<file path="src/rtl/instr_encoder.sv">
`default_nettype none
// ============================================================================
// Module   : instr_encoder
// Purpose  : Serialises one decoded Y86-64 instruction into a byte-wide
//            instruction-memory write port, one byte per accepted cycle, and
//            tracks the running write PC so successive instructions land
//            contiguously.
// Revision : 1.0  initial release
// ============================================================================
module instr_encoder #(
    parameter int                ADDR_W   = 64,
    parameter logic [ADDR_W-1:0] RESET_PC = {ADDR_W{1'b0}}
) (
    input  logic              clk,
    input  logic              rst_n,
    input  logic              load_valid,
    input  logic [ADDR_W-1:0] load_addr,
    input  logic              in_valid,
    output logic              in_ready,
    input  logic [3:0]        icode,
    input  logic [3:0]        ifun,
    input  logic [3:0]        rA,
    input  logic [3:0]        rB,
    input  logic [63:0]       valC,
    output logic              mem_we,
    input  logic              mem_ready,
    output logic [ADDR_W-1:0] mem_addr,
    output logic [7:0]        mem_wdata,
    output logic              busy,
    output logic              done,
    output logic              err,
    output logic [ADDR_W-1:0] next_pc
);

    localparam logic [ADDR_W-1:0] ADDR_ONE = {{(ADDR_W-1){1'b0}}, 1'b1};

    typedef enum logic [0:0] {
        ST_IDLE = 1'b0,
        ST_EMIT = 1'b1
    } state_t;

    state_t            state_q, state_d;
    logic [ADDR_W-1:0] pc_q, pc_d;
    logic [ADDR_W-1:0] addr_q, addr_d;
    logic [79:0]       img_q, img_d;
    logic [3:0]        rem_q, rem_d;
    logic              we_q, we_d;
    logic              done_q, done_d;
    logic              err_q, err_d;

    logic [3:0]        len;
    logic [79:0]       img_new;

    // Instruction length and byte image (byte0 in the low bits); len=0 marks an invalid icode.
    always_comb begin
        len     = 4'd0;
        img_new = 80'd0;
        case (icode)
            4'h0, 4'h1, 4'h9: begin
                len     = 4'd1;
                img_new = {72'd0, icode, ifun};
            end
            4'h2, 4'h6, 4'hA, 4'hB: begin
                len     = 4'd2;
                img_new = {64'd0, rA, rB, icode, ifun};
            end
            4'h3, 4'h4, 4'h5: begin
                len     = 4'd10;
                img_new = {valC, rA, rB, icode, ifun};
            end
            4'h7, 4'h8: begin
                len     = 4'd9;
                img_new = {8'd0, valC, icode, ifun};
            end
            default: begin
                len     = 4'd0;
                img_new = 80'd0;
            end
        endcase
    end

    // Next-state logic: load/accept in IDLE, byte-by-byte drain in EMIT.
    always_comb begin
        state_d = state_q;
        pc_d    = pc_q;
        addr_d  = addr_q;
        img_d   = img_q;
        rem_d   = rem_q;
        we_d    = we_q;
        done_d  = 1'b0;
        err_d   = 1'b0;
        case (state_q)
            ST_IDLE: begin
                if (load_valid) begin
                    pc_d = load_addr;
                end else if (in_valid) begin
                    if (len != 4'd0) begin
                        state_d = ST_EMIT;
                        we_d    = 1'b1;
                        addr_d  = pc_q;
                        img_d   = img_new;
                        rem_d   = len - 4'd1;
                    end else begin
                        err_d = 1'b1;
                    end
                end
            end
            ST_EMIT: begin
                if (mem_ready) begin
                    // Shift the image so the next byte sits at the output; zero-fill behind it.
                    img_d = {8'd0, img_q[79:8]};
                    if (rem_q == 4'd0) begin
                        state_d = ST_IDLE;
                        we_d    = 1'b0;
                        pc_d    = addr_q + ADDR_ONE;
                        done_d  = 1'b1;
                    end else begin
                        rem_d  = rem_q - 4'd1;
                        addr_d = addr_q + ADDR_ONE;
                    end
                end
            end
            default: begin
                state_d = ST_IDLE;
            end
        endcase
    end

    // State and registered outputs; reset aborts any emit in progress.
    always_ff @(posedge clk or negedge rst_n) begin
        if (!rst_n) begin
            state_q <= ST_IDLE;
            pc_q    <= RESET_PC;
            addr_q  <= {ADDR_W{1'b0}};
            img_q   <= 80'd0;
            rem_q   <= 4'd0;
            we_q    <= 1'b0;
            done_q  <= 1'b0;
            err_q   <= 1'b0;
        end else begin
            state_q <= state_d;
            pc_q    <= pc_d;
            addr_q  <= addr_d;
            img_q   <= img_d;
            rem_q   <= rem_d;
            we_q    <= we_d;
            done_q  <= done_d;
            err_q   <= err_d;
        end
    end

    assign in_ready  = (state_q == ST_IDLE) && !load_valid;
    assign busy      = (state_q == ST_EMIT);
    assign mem_we    = we_q;
    assign mem_addr  = addr_q;
    assign mem_wdata = img_q[7:0];
    assign done      = done_q;
    assign err       = err_q;
    assign next_pc   = pc_q;

endmodule
`default_nettype wire

</file>
<file path="config.mk">
export PLATFORM = sky130hd
export DESIGN_NAME = instr_encoder
export DESIGN_NICKNAME = d
export VERILOG_FILES = /design/src/rtl/instr_encoder.sv
export SDC_FILE = /design/constraint.sdc
export NUM_CORES = 1
export LEC_CHECK = 0
export ABC_AREA = 1
export BUFFER_PORTS_ARGS = -buffer_cell sky130_fd_sc_hd__buf_2
export CAP_MARGIN = 20
export CORE_MARGIN = 2
export CORE_UTILIZATION = 30
export CTS_BUF_LIST = sky130_fd_sc_hd__clkbuf_2 sky130_fd_sc_hd__clkbuf_4 sky130_fd_sc_hd__clkbuf_8
export DETAILED_ROUTE_END_ITERATION = 8
export SLEW_MARGIN = 10
export SYNTH_ARGS = -nofsm -noshare
export SYNTH_HDL_FRONTEND = slang
export SYNTH_SLANG_ARGS = --single-unit
</file>
<file path="constraint.sdc">
create_clock -name clk -period 1.75 [get_ports clk]
set_input_delay 0.175 -clock clk [delete_from_list [all_inputs] [get_ports clk]]
set_output_delay 0.175 -clock clk [all_outputs]
set_load 0.01 [all_outputs]
</file>
# Word level (Yosys, flattened, before mapping)
# Index checks and enable logic that the tools add are counted.
classes:
  add_sub_neg: 3
  eq_ne: 18
  mux: 42
  bitwise: 1
  n_reduce_logical: 13
ops:
  columns: ["cell", "n"]
  rows:
  - ["64-bit 2-to-1 mux", 8]
  - ["80-bit 2-to-1 mux", 4]
  - ["80-bit one-hot mux with 4 select lines", 1]
  - ["64-bit one-hot mux with 2 select lines", 2]
  - ["80-bit one-hot mux with 2 select lines", 1]
  - ["64-bit by 1-bit adder with 64-bit output (second input constant)", 1]
  - ["4-bit 2-to-1 mux", 5]
  - ["1-bit 2-to-1 mux", 17]
  - ["4-bit by 3-bit equality test with 1-bit output (second input constant)", 4]
  - ["4-bit equality test (second input constant)", 4]
  - ["4-bit one-hot mux with 4 select lines", 1]
  - ["2-bit inequality test (second input constant)", 6]
  - ["5-bit AND reduction", 2]
  - ["4-bit by 2-bit equality test with 1-bit output (second input constant)", 2]
  - ["4-bit logical NOT", 2]
  - ["4-bit one-hot mux with 2 select lines", 1]
  - ["4-bit by 1-bit subtractor with 4-bit output (second input constant)", 2]
  - ["3-bit OR reduction", 2]
  - ["4-bit by 1-bit equality test with 1-bit output (second input constant)", 1]
  - ["1-bit one-hot mux with 2 select lines", 2]
  - ["4-bit AND reduction", 1]
  - ["4-bit nonzero test", 1]
  - ["4-bit OR reduction", 1]
  - ["3-bit AND reduction", 1]
  - ["other kinds (5)", 5]
totals:
  regBits: 216
  inputBits: 149
  word_cells: 85

# Longest topological paths before layout
# Gate-level depths: netlist of run 1.
logic_depth:
  ltp_word: 8
  mapped_depth: 11
  ltp_nobuf: 11

# Worst setup path after synthesis of run 1
# No wires, ideal clock.
synth_timing:
  kind: "reg-to-reg"
  startpoint: "reg state_q, in the netlist busy"
  endpoint: "reg rem_q[2]"
  setup_time_ns: 0.083
  t_arrival_ns: 1.732
  path_slack_ns: -0.065
  path_stages_with_launch: 9
  synth_period_minus_slack_ns: 1.815
  path_cell_list: "dfrtp_1 buf_4 inv_4 nand2_1 a211oi_2 nor2_1 ha_1 xor2_1 o21ai_0"
synth_between:
  elab_chain_cells: 3
synth_lines:
  columns: ["item", "line", "text"]
  rows:
  - ["start, declared", "42", "state_t state_q, state_d;"]
  - ["start signal, assigned", "141", "state_q <= state_d;"]
  - ["1-bit inverter", null, null]
  - ["2-bit inequality test (no line)", null, null]
  - ["5-bit AND reduction (no line)", null, null]
  - ["end signal, assigned", "145", "rem_q <= rem_d;"]
  - ["end, declared", "46", "logic [3:0] rem_q, rem_d;"]
# Parallel ways exist; a longest one is shown, timed or not.
# A chain may end at the register's enable or synchronous reset.

# Worst setup path in the final report of run 1
layout_timing:
  startpoint: "reg addr_q[24], in the netlist mem_addr[24]"
  endpoint: "reg addr_q[51], in the netlist mem_addr[51]"
layout_between:
  elab_chain_cells: 4
layout_lines:
  columns: ["item", "line", "text"]
  rows:
  - ["start, declared", "44", "logic [ADDR_W-1:0] addr_q, addr_d;"]
  - ["start signal, assigned", "134", "addr_q <= {ADDR_W{1'b0}};"]
  - ["start signal, assigned", "143", "addr_q <= addr_d;"]
  - ["64-bit by 1-bit adder with 64-bit output", "119", "addr_d = addr_q + ADDR_ONE;"]
  - ["64-bit 2-to-1 mux", "112", "if (rem_q == 4'd0) begin"]
  - ["64-bit 2-to-1 mux", "109", "if (mem_ready) begin"]
  - ["64-bit one-hot mux with 2 select lines", "92", "case (state_q)"]
# No other way between the ends. The select of a mux whose other input is x is not followed.

==> results.toml, run 1 <==
[worst_setup_path]
r2r-start = "mem_addr[24]"
cp.required_ns = 2.24
critical_path_class = "flip-flop to flip-flop"
r2r_setup_slack_ns = -0.02
path_max_fanout = 3
rr_worst_depth = 10
critPathArrivalTime_ns = 2.26
reg2reg_to = "mem_addr[51]"
crit_path_start_kind = "flip-flop"
path_cells = "nand2_1, nor2_2, nand2_2, buf_4, nor2_1, nand2_2, o21ai_0, nand2_1, nand2_1, a21oi_2"
cp_slowest_stage_delay_ns = 0.39
crit_top_cell = "nand2_1"
cpMaxStageDelayCell = "dfrtp_1"
critical_path.endpoint_type = "flip-flop"

[synthesis]
async_flop_share_pct = 100
synth_seq_area_share_pct = 43.4
synth.most_common_cell = "nand2_1"
netlist.area_leader.share_pct = 43.4
ys_seq_elements = 216
syn-num-nets = 1898
ys.flop_type = "dfrtp_1"
synth_edf_count = 0
synthCells = 1747
synthTopCellsByArea = "dfrtp_1 43%, a21oi_1 13%, nand2_1 11%"
avgSynthCellArea_um2 = 7.13
netlist_top_cells_count = "368 x nand2_1, 317 x a21oi_1, 305 x nor2_1, 216 x dfrtp_1, 115 x nand3_1"
yosysTopAreaCell = "dfrtp_1"
syn_area_um2 = 12500
yosys_warnings = 0
ys_types = 37

[power]
leakagePower_nw = 8.95
power.total_mw = 36.3
ir_drop_v = 0.000769
power_density_nw_per_um2 = 1830

[die]
fp-row-count = 74
die_w_um = 208
die_h_um = 208
core_um2 = 40900
ios = 290
die-area_um2 = 43200
initial_core_util_pct = 30.4

[status]
violations = "negative setup slack"
status = "finished with violations"

[clock_network]
cts_inserted_buffers = 43
tritoncts = "built"
cts_max_path_buffers = 3
cts-root-buf = "clkbuf_8"
htree_levels = 2
path_clk_slew_ns = 0.06
clkLatencyLatePin_ns = 0.61
clock_sinks = 216

[cells_and_area]
final_cells = 2920
area_growth_pct = 59.5
final_layout_size_suffix_gt1_share_pct = 38.3
final_nets = 2505
postLayoutCoreUtil_pct = 48.5
fin_area_um2 = 19900

[drt]
detail-route-antenna-nets = 0
drc = 0
firstDrtPassIters = 7
routed_wirelength_mm = 56.4
dr.first_iter.drc_count = 1056
wire_per_inst_um = 19.3
vias_per_cell = 5.14
dr_total_vias = 15018

[placed_design]
place_area_um2 = 15700
gp_congestion = 0.943
portBuffers = 289
dp_hpwl_mm = 37.1
place_inst = 2652
post-place-ws_ns = -0.0788

[global_routing]
grt_antenna_before_repair = 0
overflow = 0
track_usage_pct = 23.2
grt_first_pass_wirelength_mm = 79.5
grt_pass1_vias = 14589
grt_start_max_net_pins = 71

[sta]
slew_viol_final = 0
finalWorstSetupSlack_ns = -0.0227
whs_ns = 0.0474
finalSetupViolCount = 2
skew_ns = 0.0348
finalCritPeriodShare_pct = 101
min_period_ns = 1.77
setup_tns_ns = -0.0407
rsz0062_at_grt = "yes"
slew_headroom_pct = 62.0
worst_slew_pin_slew_ns = 0.570
fmax_ghz = 0.564
hold_viol = 0

[worst_hold_path]
whs_path_depth = 5
hold_end = "img_q[64]"
min-delay-start = "valC[48]"
hp-class = "input pin to flip-flop"

[run]
cap_violations = 0
## registers in the layout, summed over array words and instances, names as in the netlist
| signal | count |
|---|---|
| busy | 1 |
| done | 1 |
| err | 1 |
| img_q | 80 |
| mem_addr | 64 |
| mem_we | 1 |
| next_pc | 64 |
| rem_q | 4 |
## critical path: cells and delay by family (launching register included)
family	cells	cell delay, ns
buf+inv	1	0.15
simple gates	7	0.92
flops	1	0.39
compound gates	2	0.22
## routing by layer
metal  part of all wire (%)  vias up  track usage (%)
met5                      0        -                0
li1                       -     7041                -
met2                     49      722             39.7
met4                    4.9        0             10.9
met3                    7.9      154             5.33
met1                     39     7101             27.6
## report_power, final
group	switching, mW	leakage (nW)	internal, mW
Combinational	12.5	6.03	8.74
Clock	2.38	0.493	3.24
Sequential	2.09	2.42	7.29
## layout make-up
class | instances | area (um^2)
fill | 3878 | 21100
multi-input combinational | 1329 | 7150
sequential | 216 | 5420
timing repair buffer | 667 | 5280
clock buffer | 72 | 903
tap | 532 | 666
inverter | 97 | 408
clock inverter | 5 | 30.0
antenna | 2 | 5.00
## cell usage in the layout, fill, tap and decap left out, types with 16 or more instances in the layout
cell type	count
a21oi_2	85
nand2_2	65
o21ai_0	46
nor2_1	237
o21ai_1	34
dfrtp_1	204
a31oi_1	38
nand3_2	16
buf_12	17
buf_4	182
buf_2	287
nand3_1	100
dlygate4sd3_1	142
inv_1	84
nor2_2	57
nand2_1	309
buf_6	17
a21oi_1	226
nor2_4	31
clkbuf_8	58
## cell families (layout without fill, tap and decap cells)
group,after synthesis,after routing,synth area share [%]
AOI/OAI and AO/OA,481,481,20.6
xor gates and xnor gates,8,8,0.563
adders and majority gates,2,2,0.201
buffers and inverters,202,841,7.04
DFF,216,216,43.4
other,0,2,0
and+or+nand+nor,838,838,28.2
## how the worst max path moves through the flow
stage / startpoint / cells after the start / to
after floorplan: busy / 8 / rem_q[2]
after global placement: mem_addr[27] / 10 / next_pc[44]
after detailed placement: busy / 7 / rem_q[2]
after CTS: busy / 7 / next_pc[60]
after global routing: rem_q[3] / 9 / next_pc[25]
final: mem_addr[24] / 10 / mem_addr[51]
## repair_timing
action,4_1_cts,5_1_grt
buffers inserted,1,30
setup endpoints to repair,21,158
hold buffers,142,0
gates cloned,0,16
endpoints found under the hold margin,346,0
resized for setup,22,330
pin swaps,0,58
Power figures use the tool's default switching activity.
==> run 2: changes to the inputs <==
--- a/config.mk
+++ b/config.mk
@@ -8,11 +8,12 @@
 export ABC_AREA = 1
 export BUFFER_PORTS_ARGS = -buffer_cell sky130_fd_sc_hd__buf_2
 export CAP_MARGIN = 20
-export CORE_MARGIN = 2
+export CORE_MARGIN = 3
 export CORE_UTILIZATION = 30
 export CTS_BUF_LIST = sky130_fd_sc_hd__clkbuf_2 sky130_fd_sc_hd__clkbuf_4 sky130_fd_sc_hd__clkbuf_8
+export CTS_CLUSTER_DIAMETER = 80
 export DETAILED_ROUTE_END_ITERATION = 8
-export SLEW_MARGIN = 10
+export SLEW_MARGIN = 20
 export SYNTH_ARGS = -nofsm -noshare
 export SYNTH_HDL_FRONTEND = slang
 export SYNTH_SLANG_ARGS = --single-unit
==> results.toml, run 2 (synthesized netlist as in run 1, its figures left out) <==
[power]
leakagePower_nw = 8.76
power.total_mw = 34.9
ir_drop_v = 0.000764
power_density_nw_per_um2 = 1810

[drt]
routed_wirelength_mm = 55.3
drc = 0
vias_per_cell = 5.14
wire_per_inst_um = 19.1
dr_total_vias = 14876
firstDrtPassIters = 5
detail-route-antenna-nets = 0
dr.first_iter.drc_count = 1026

[global_routing]
overflow = 0
track_usage_pct = 23.3
grt_start_max_net_pins = 74
grt_antenna_before_repair = 1
grt_pass1_vias = 14637
grt_first_pass_wirelength_mm = 81.1

[cells_and_area]
final_layout_size_suffix_gt1_share_pct = 35.4
largest-register = "img_q"
final_nets = 2480
final_common_cell = "nand2_1"
layout_common_cells = "317 x nand2_1, 287 x buf_2, 283 x a21oi_1, 219 x nor2_1, 205 x dfrtp_1"
fin_area_um2 = 19300
area_growth_pct = 54.7
largest_register_ffs = 80

[placed_design]
gp_congestion = 0.932
post-place-ws_ns = -0.157
portBuffers = 289
dp_hpwl_mm = 36.8
place_area_um2 = 15700

[die]
core_um2 = 40900
initial_core_util_pct = 30.4
fp-row-count = 74
die-area_um2 = 44000
die_h_um = 210
die_w_um = 210
ios = 290

[worst_hold_path]
hp-class = "input pin to flip-flop"

[clock_network]
clock_sinks = 216
cts_inserted_buffers = 42
tritoncts = "built"
path_clk_slew_ns = 0.06
cts_max_path_buffers = 3
clkLatencyLatePin_ns = 0.61
htree_levels = 2
cts-root-buf = "clkbuf_8"

[sta]
finalWorstSetupSlack_ns = 0.00505
skew_ns = 0.0294
slew_viol_final = 0
fmax_ghz = 0.573
worst_slew_pin_slew_ns = 0.595
slew_headroom_pct = 60.3
hold_viol = 0
whs_ns = 0.0502
rsz0062_at_grt = "yes"
finalCritPeriodShare_pct = 99.7
finalSetupViolCount = 0
min_period_ns = 1.74
setup_tns_ns = 0

[worst_setup_path]
path_max_fanout = 69
cp_slowest_stage_delay_ns = 0.56
critical_path.endpoint_type = "flip-flop"
critical_path_class = "flip-flop to flip-flop"
crit_path_start_kind = "flip-flop"
critPathArrivalTime_ns = 2.26
cp.required_ns = 2.27
path_cells = "nor2_8, buf_6, buf_12, nor2_4, clkbuf_16, nor2_1, a21oi_2"
cpMaxStageDelayCell = "dfrtp_4"

[run]
cap_violations = 0

[status]
status = "completed"
[run 2: metal layers]
metal  vias to the layer above  global-route usage (%)  wire, um
met5                         -                       0         0
met4                         0                    9.35      1950
met3                       109                    4.68      4360
met2                       665                    39.7     26800
met1                      7119                    28.9     22300
li1                       6983                       -         -
[run 2: critical path, delay by kind of cell (launching register included)]
family	cells	cell delay, ns
and+or+nand+nor	3	0.31
AOI/OAI and AO/OA	1	0.13
DFF	1	0.56
buffers and inverters	3	0.56
[run 2: final timing paths]
| kind | start | endpoint | slack, ns | depth (start not counted) |
|---|---|---|---|---|
| worst max-delay path | busy | next_pc[31] | 0.005 | 7 |
| worst min-delay path | valC[54] | img_q[70] | 0.05 | 5 |
| worst max register to register | busy | next_pc[31] | 0.005 | 7 |
| worst min register to register | img_q[4] | img_q[4] | 0.48 | 2 |
| max in group asynchronous | rst_n | img_q[25] | 0.91 | 3 |
| min in group asynchronous | rst_n | mem_addr[17] | 0.14 | 2 |
[run 2: metrics by stage]
stage               instances  utilization (%)
floorplan                1747                -
global placement         2642             38.3
detailed placement       2642             38.3
CTS                      2865             44.6
global route             2892             47.1
finish                   2893             47.1
[run 2: power breakdown]
part	internal, mW	switching, mW
Sequential	7.29	2.04
Clock	3.29	2.33
Combinational	8.08	11.9
Total	18.7	16.3
[run 2: repair_timing]
| action | in CTS | in global routing |
|---|---|---|
| cloned | 2 | 7 |
| setup buffers | 3 | 20 |
| gates resized for setup | 31 | 239 |
| pin swaps | 2 | 43 |
| setup endpoints to repair | 45 | 149 |
| endpoints found under the hold margin | 324 | 0 |
| hold buffers | 143 | 0 |
[run 2: cell type report]
type,instances,area [um^2]
flip-flops and latches,216,5420
clock inverters,5,50.0
diodes,1,2.50
inverters,97,387
multi-input cells,1329,6900
clock buffers,70,876
well taps,532,666
repair buffers,643,4950
fillers,4097,21700
